[config.mk]
export PLATFORM = sky130hd
export DESIGN_NAME = adder_acc
export DESIGN_NICKNAME = d
export VERILOG_FILES = /design/src/rtl/adder_acc.sv
export SDC_FILE = /design/constraint.sdc
export NUM_CORES = 1
export LEC_CHECK = 0
export BUFFER_PORTS_ARGS = -buffer_cell sky130_fd_sc_hd__buf_2
export CAP_MARGIN = 0
export CORE_ASPECT_RATIO = 1.2
export CORE_MARGIN = 2
export CORE_UTILIZATION = 56
export CTS_CLUSTER_DIAMETER = 60
export DETAILED_ROUTE_END_ITERATION = 16
export PLACE_DENSITY = 0.8
export SETUP_SLACK_MARGIN = 0.15
export SLEW_MARGIN = 20
export SYNTH_ARGS = -nofsm -noshare
export SYNTH_HDL_FRONTEND = slang
export SYNTH_SLANG_ARGS = --single-unit
[constraint.sdc]
create_clock -name clk -period 3.1 [get_ports clk]
set_input_delay 0.62 -clock clk [delete_from_list [all_inputs] [get_ports clk]]
set_output_delay 0.62 -clock clk [all_outputs]
set_load 0.02 [all_outputs]
[src/rtl/adder_acc.sv]
// adder_acc: two-stage valid/ready adder with pass, load and accumulate modes,
// plus registered zero, overflow and last flags.
module adder_acc #(
    parameter int WIDTH     = 8,
    parameter int SWIDTH    = WIDTH + 1,
    parameter int ACC_WIDTH = WIDTH + 4,
    parameter bit SAT       = 1'b0
) (
    input  logic                 clk,
    input  logic                 rst_n,
    input  logic                 in_valid,
    output logic                 in_ready,
    input  logic [WIDTH-1:0]     x,
    input  logic [WIDTH-1:0]     y,
    input  logic                 cin,
    input  logic [1:0]           mode,
    input  logic                 in_last,
    output logic                 out_valid,
    input  logic                 out_ready,
    output logic [ACC_WIDTH-1:0] sm,
    output logic                 sm_zero,
    output logic                 sm_ovf,
    output logic                 out_last
);
    localparam logic [1:0] MODE_ACC  = 2'b01;
    localparam logic [1:0] MODE_LOAD = 2'b10;

    logic                 s1_valid, s1_last, adv1, adv2, is_acc, is_load, ovf;
    logic [1:0]           s1_mode;
    logic [SWIDTH-1:0]    s1_s;
    logic [ACC_WIDTH-1:0] acc, s_ext, res, acc_next;
    logic [ACC_WIDTH:0]   t;

    assign adv2     = !out_valid || out_ready;
    assign adv1     = !s1_valid || adv2;
    assign in_ready = adv1;

    always_comb begin
        s_ext    = ACC_WIDTH'(s1_s);
        is_acc   = s1_mode == MODE_ACC;
        is_load  = s1_mode == MODE_LOAD;
        t        = {1'b0, acc} + {1'b0, s_ext};
        ovf      = is_acc && t[ACC_WIDTH];
        res      = !is_acc ? s_ext : (ovf && SAT) ? '1 : t[ACC_WIDTH-1:0];
        acc_next = s1_last ? '0 : (is_acc || is_load) ? res : acc;
    end

    // acc only moves when a beat enters stage 2, so a stalled result is never re-added
    always_ff @(posedge clk) begin
        if (!rst_n) begin
            s1_valid  <= 1'b0;
            out_valid <= 1'b0;
            acc       <= '0;
            sm        <= '0;
            sm_zero   <= 1'b0;
            sm_ovf    <= 1'b0;
            out_last  <= 1'b0;
        end else begin
            if (adv1) begin
                s1_valid <= in_valid;
                if (in_valid) begin
                    s1_s    <= SWIDTH'(x) + SWIDTH'(y) + SWIDTH'(cin);
                    s1_mode <= mode;
                    s1_last <= in_last;
                end
            end
            if (adv2) begin
                out_valid <= s1_valid;
                if (s1_valid) begin
                    sm       <= res;
                    sm_zero  <= res == '0;
                    sm_ovf   <= ovf;
                    out_last <= s1_last;
                    acc      <= acc_next;
                end
            end
        end
    end
endmodule

# Yosys cells after proc, flatten, opt, wreduce, memory -nomap -nowiden
# Cells that the tools add are included.
# word_totals
regBits	41
in_bits	24
wordCells	29
# op_classes
n_eq_ne	2
addsub	3
mux	3
reduce_logical	11
# op_table
cell	count
$mux 12	3
$add 12x9->13	1
$logic_not 12->1	1
$add 8x8->9	1
$add 9x1->9	1
$reduce_and 3->1	2
$logic_or 1x1->1	3
$eq 2x1->1 const B	1
$eq 2x2->1 const B	1
$logic_not 1->1	2
$reduce_and 2->1	1
$reduce_bool 2->1	1
$logic_and 1x1->1	1

# Depth between registers and ports, before layout
# logic_depth
word_depth	4
depth_mapped	11
depth_no_buf	11

# Worst setup path after synthesis
# Ideal clock, no wire load.
# synth_path
path_type	in2reg
from	input port y[0]
to	register s1_s[8], data pin
stages	11
arrival_time_ns	2.154
path_slack_ns	0.690
path_cell_list	inv_1 fa_1 inv_1 fa_1 a21o_1 a21oi_1 o21bai_1 a21oi_1 nor2b_1 o21ai_0 nand2b_1
# synth_between
elab_chain_len	2
# synth_rtl
element	line_no	rtl
start, declared	14	input logic [WIDTH-1:0] y,
$add 8x8->9	62	s1_s <= SWIDTH'(x) + SWIDTH'(y) + SWIDTH'(cin);
$add 9x1->9	62	
end signal, assigned	62	
end, declared	30	logic [SWIDTH-1:0] s1_s;
# No other way between the ends.
# A chain may end at the register's enable or synchronous reset.

# Worst setup path after layout
# layout_path
from	register s1_s[0]
to	register sm_zero
# layout_between
elab_chain_len	3
# layout_rtl
element	line_no	rtl
$add 12x9->13	42	t = {1'b0, acc} + {1'b0, s_ext};
$mux 12 *	44	res = !is_acc ? s_ext : (ovf && SAT) ? '1 : t[ACC_WIDTH-1:0];
$logic_not 12->1 *	71	sm_zero <= res == '0;
end signal, assigned	55	sm_zero <= 1'b0;
end signal, assigned	71	
end, declared	21	output logic sm_zero,
# Every way passes the cells marked *; elsewhere a longest branch is shown, timed or not.

==> metrics <==
Mapped Avg Cell Area 9.369 sq um; FF-to-FF setup slack 0.56 ns; critical path arrival 2.78 ns; Clock Path Buffers 2; worst r2r src s1_s[0]; Hold Path End out_last; via count of the first global-routing pass 1,940; Initial DRC Count 125; Synth Area in Compound Gates 20.71%; mapped cell area 2399 sq um; Tot GR Track Use 22.64%; critical path class flip-flop to flip-flop; initial core utilization 57.16%; crit path cell chain ha_1 > fa_1 > a21oi_1 > nor4b_1 > nor3_1 > nand2_1 > nor4_1 > nand4_1 > o21ai_1; total core area 4197 sq um; initial antenna violation count 0; CTS sink cnt 41; Residual DRC 0; critical path's slowest cell fa_1; Antenna Cells 0; async set-reset flop share out of synthesis 0%; LEAKAGE 0.001212 uW; most frequent cell after synthesis nand2_1; Yosys cell types 54; via count 2,063; Syn Nets 300; FF/Latch Area 940.9 sq um; Worst Hold Depth 2; Final GP Congestion 0.8449; clock latency at the later pin of the worst-skew pair 0.30 ns; Hold Fails Final Rpt 0; r2r endpoint sm_zero; Crit path max-delay family simple AND/OR/NAND/NOR gates; XOR/XNOR Fraction of Synth Area 4.017%; Post-synth top flop dfxtp_1; setup_tns 0 ns; EDFF count, synth 12; area of the multi-input gates 1385 sq um; Cell Rows 26; level count of the clock H-tree 2; Peak supply drop 336.9 uV; DR pass1 iterations 4; Area Growth Syn to Fin 14.55%; most frequent cells after synthesis nand2_1 (34), dfxtp_1 (29), ha_1 (17), a21oi_1 (16), o21ai_0 (16); Post-CTS Hold Fix Bufs 0; worst stage delay on the critical path 0.46 ns; fin. max-slew vios 0; Max Cap Violations 0; Port-buffer cells 40; RSZ-0062 raised after global routing no; Seq/Total Area, Yosys 39.23%; cell area power density 424.8 nW/um^2; nets 341; Setup violations, final 0; cell taking the most area after synthesis dfxtp_1; die area 4825 sq um; worst endpoint required time 3.34 ns; Hold Crit Class flip-flop to flip-flop; Period minus WS final 2.541 ns; top post-synthesis cells by area dfxtp_1 (24%), edfxtp_1 (15%), ha_1 (8.9%); Fmax achieved 0.3936 GHz; Startpoint Class flip-flop; R2R cell count 9; Critical path buffers and inverters 0; CP Max Fanout 3; Clock Pin Slew Worst Setup and Hold Paths 0.08 ns; Post-CTS Resized 0; largest net degree at the start of global routing 25; Slew @ Worst Pin 0.7202 ns; number of vias per cell 5.828; Crit. End Element flip-flop; Hold Crit Start out_last; gr ovfl total 0; mean routed wirelength per cell 14.44 microns; multiplexer share of the synthesized area 2.087%; Root Buffer clkbuf_8; Post-CTS Setup Bufs 0; utilization after layout 65.47%; Slew headroom 51.62%; post-synth top area share 24.20%; main combinational cell family by area after synthesis compound AO/OA/AOI/OAI gates; Adder-Cell Fraction of Synth Area 11.37%; first-pass GRT wire length 8.521 mm; skew final 0.003227 ns; outcome finished clean; Post-Syn Instances 256; I/O pins 41; final period utilization 81.96%; total wire length 5.111 mm; count of state elements after synthesis 41; CTS tree yes; post-synthesis simple-gate area fraction 19.56%; die width 63.75 microns; fillcell total 338; Final ANT Viol Nets 0; Inserted Clock Buffers 5; die span in y 75.69 microns; yosys warns 0; ratio of cells with drive above 1 in the final layout 19.46%; post-DP HPWL 3.804 mm
## flip-flops by register name, summed over array words and instances, names as in the netlist
signal and cells:
s1_s 9, s1_mode 2, sm 12, out_valid 1, s1_valid 1, sm_ovf 1
sm_zero 1, s1_last 1, out_last 1, acc 12
## layout make-up
class | count | area share, %
Tap cell | 56 | 2.550
Multi-Input combinational cell | 196 | 50.41
Timing Repair Buffer | 44 | 8.379
Clock inverter | 2 | 0.5464
Sequential cell | 41 | 34.24
Inverter | 9 | 1.230
Clock buffer | 6 | 2.641
## cells in the final DEF (no fill, tap or decap), types with 8 or more instances in the layout
| cell | Yosys | routed |
|---|---|---|
| dfxtp_1 | 29 | 29 |
| xnor2_1 | 8 | 8 |
| nor3_1 | 9 | 9 |
| inv_1 | 9 | 9 |
| ha_1 | 17 | 17 |
| a21oi_1 | 16 | 16 |
| buf_2 | 1 | 40 |
| nand2_1 | 34 | 34 |
| edfxtp_1 | 12 | 12 |
| o21ai_0 | 16 | 16 |
| and2_1 | 13 | 13 |
## how the worst max path moves through the flow
| stage | start | to | cells past startpoint |
|---|---|---|---|
| after global routing | s1_s[0] | sm_zero | 9 |
| after detailed placement | y[0] | s1_s[8] | 12 |
| after CTS | s1_s[0] | sm_zero | 9 |
| final | s1_s[0] | sm_zero | 9 |
| after floorplan | y[0] | s1_s[8] | 11 |
| after global placement | y[0] | s1_s[8] | 12 |
## tightest hold or removal path: cells and delay by family (launching register included)
kind | cells | cell delay [ns]
DFF | 1 | 0.31
AOI/OAI and AO/OA | 1 | 0.06
and+or+nand+nor | 1 | 0.04
## power by group
part	total [uW]	switching (uW)	internal, uW
combinational	217	125	92.4
sequential	598	15.8	582
clock	352	194	159
## stage by stage
step / instance area (sq um) / worst slack, ns / total power, uW / hold WS [ns] / instances
3_5_place_dp: 2660 / 0.4186 / 824.7 / 0.4494 / 346
3_3_place_gp: 2660 / 0.4900 / 816.2 / 0.4468 / 346
6_report: 2748 / 0.5593 / 1167 / 0.4601 / 354
4_1_cts: 2748 / 0.5858 / 1172 / 0.4608 / 354
2_1_floorplan: 2399 / 0.6896 / 759.4 / 0.4482 / 256
5_1_grt: 2748 / 0.4243 / 1222 / 0.4811 / 354
## kinds of logic after synthesis
logic type                 count (synthesis)
and+or+nand+nor                           89
AOI/OAI and AO/OA                         71
DFF                                       41
adders and majority gates                 20
buffers and inverters                     19
xor gates and xnor gates                  11
muxes                                      5
## metal layers
metal / up-vias / wire length, microns / global-route usage (%)
met5: - / 0 / 0
met4: 0 / 105 / 10.14
met3: 11 / 292 / 4.579
met2: 76 / 2502 / 40.35
met1: 972 / 2211 / 26.80
li1: 1004 / - / -
Power figures use the tool's default switching activity.
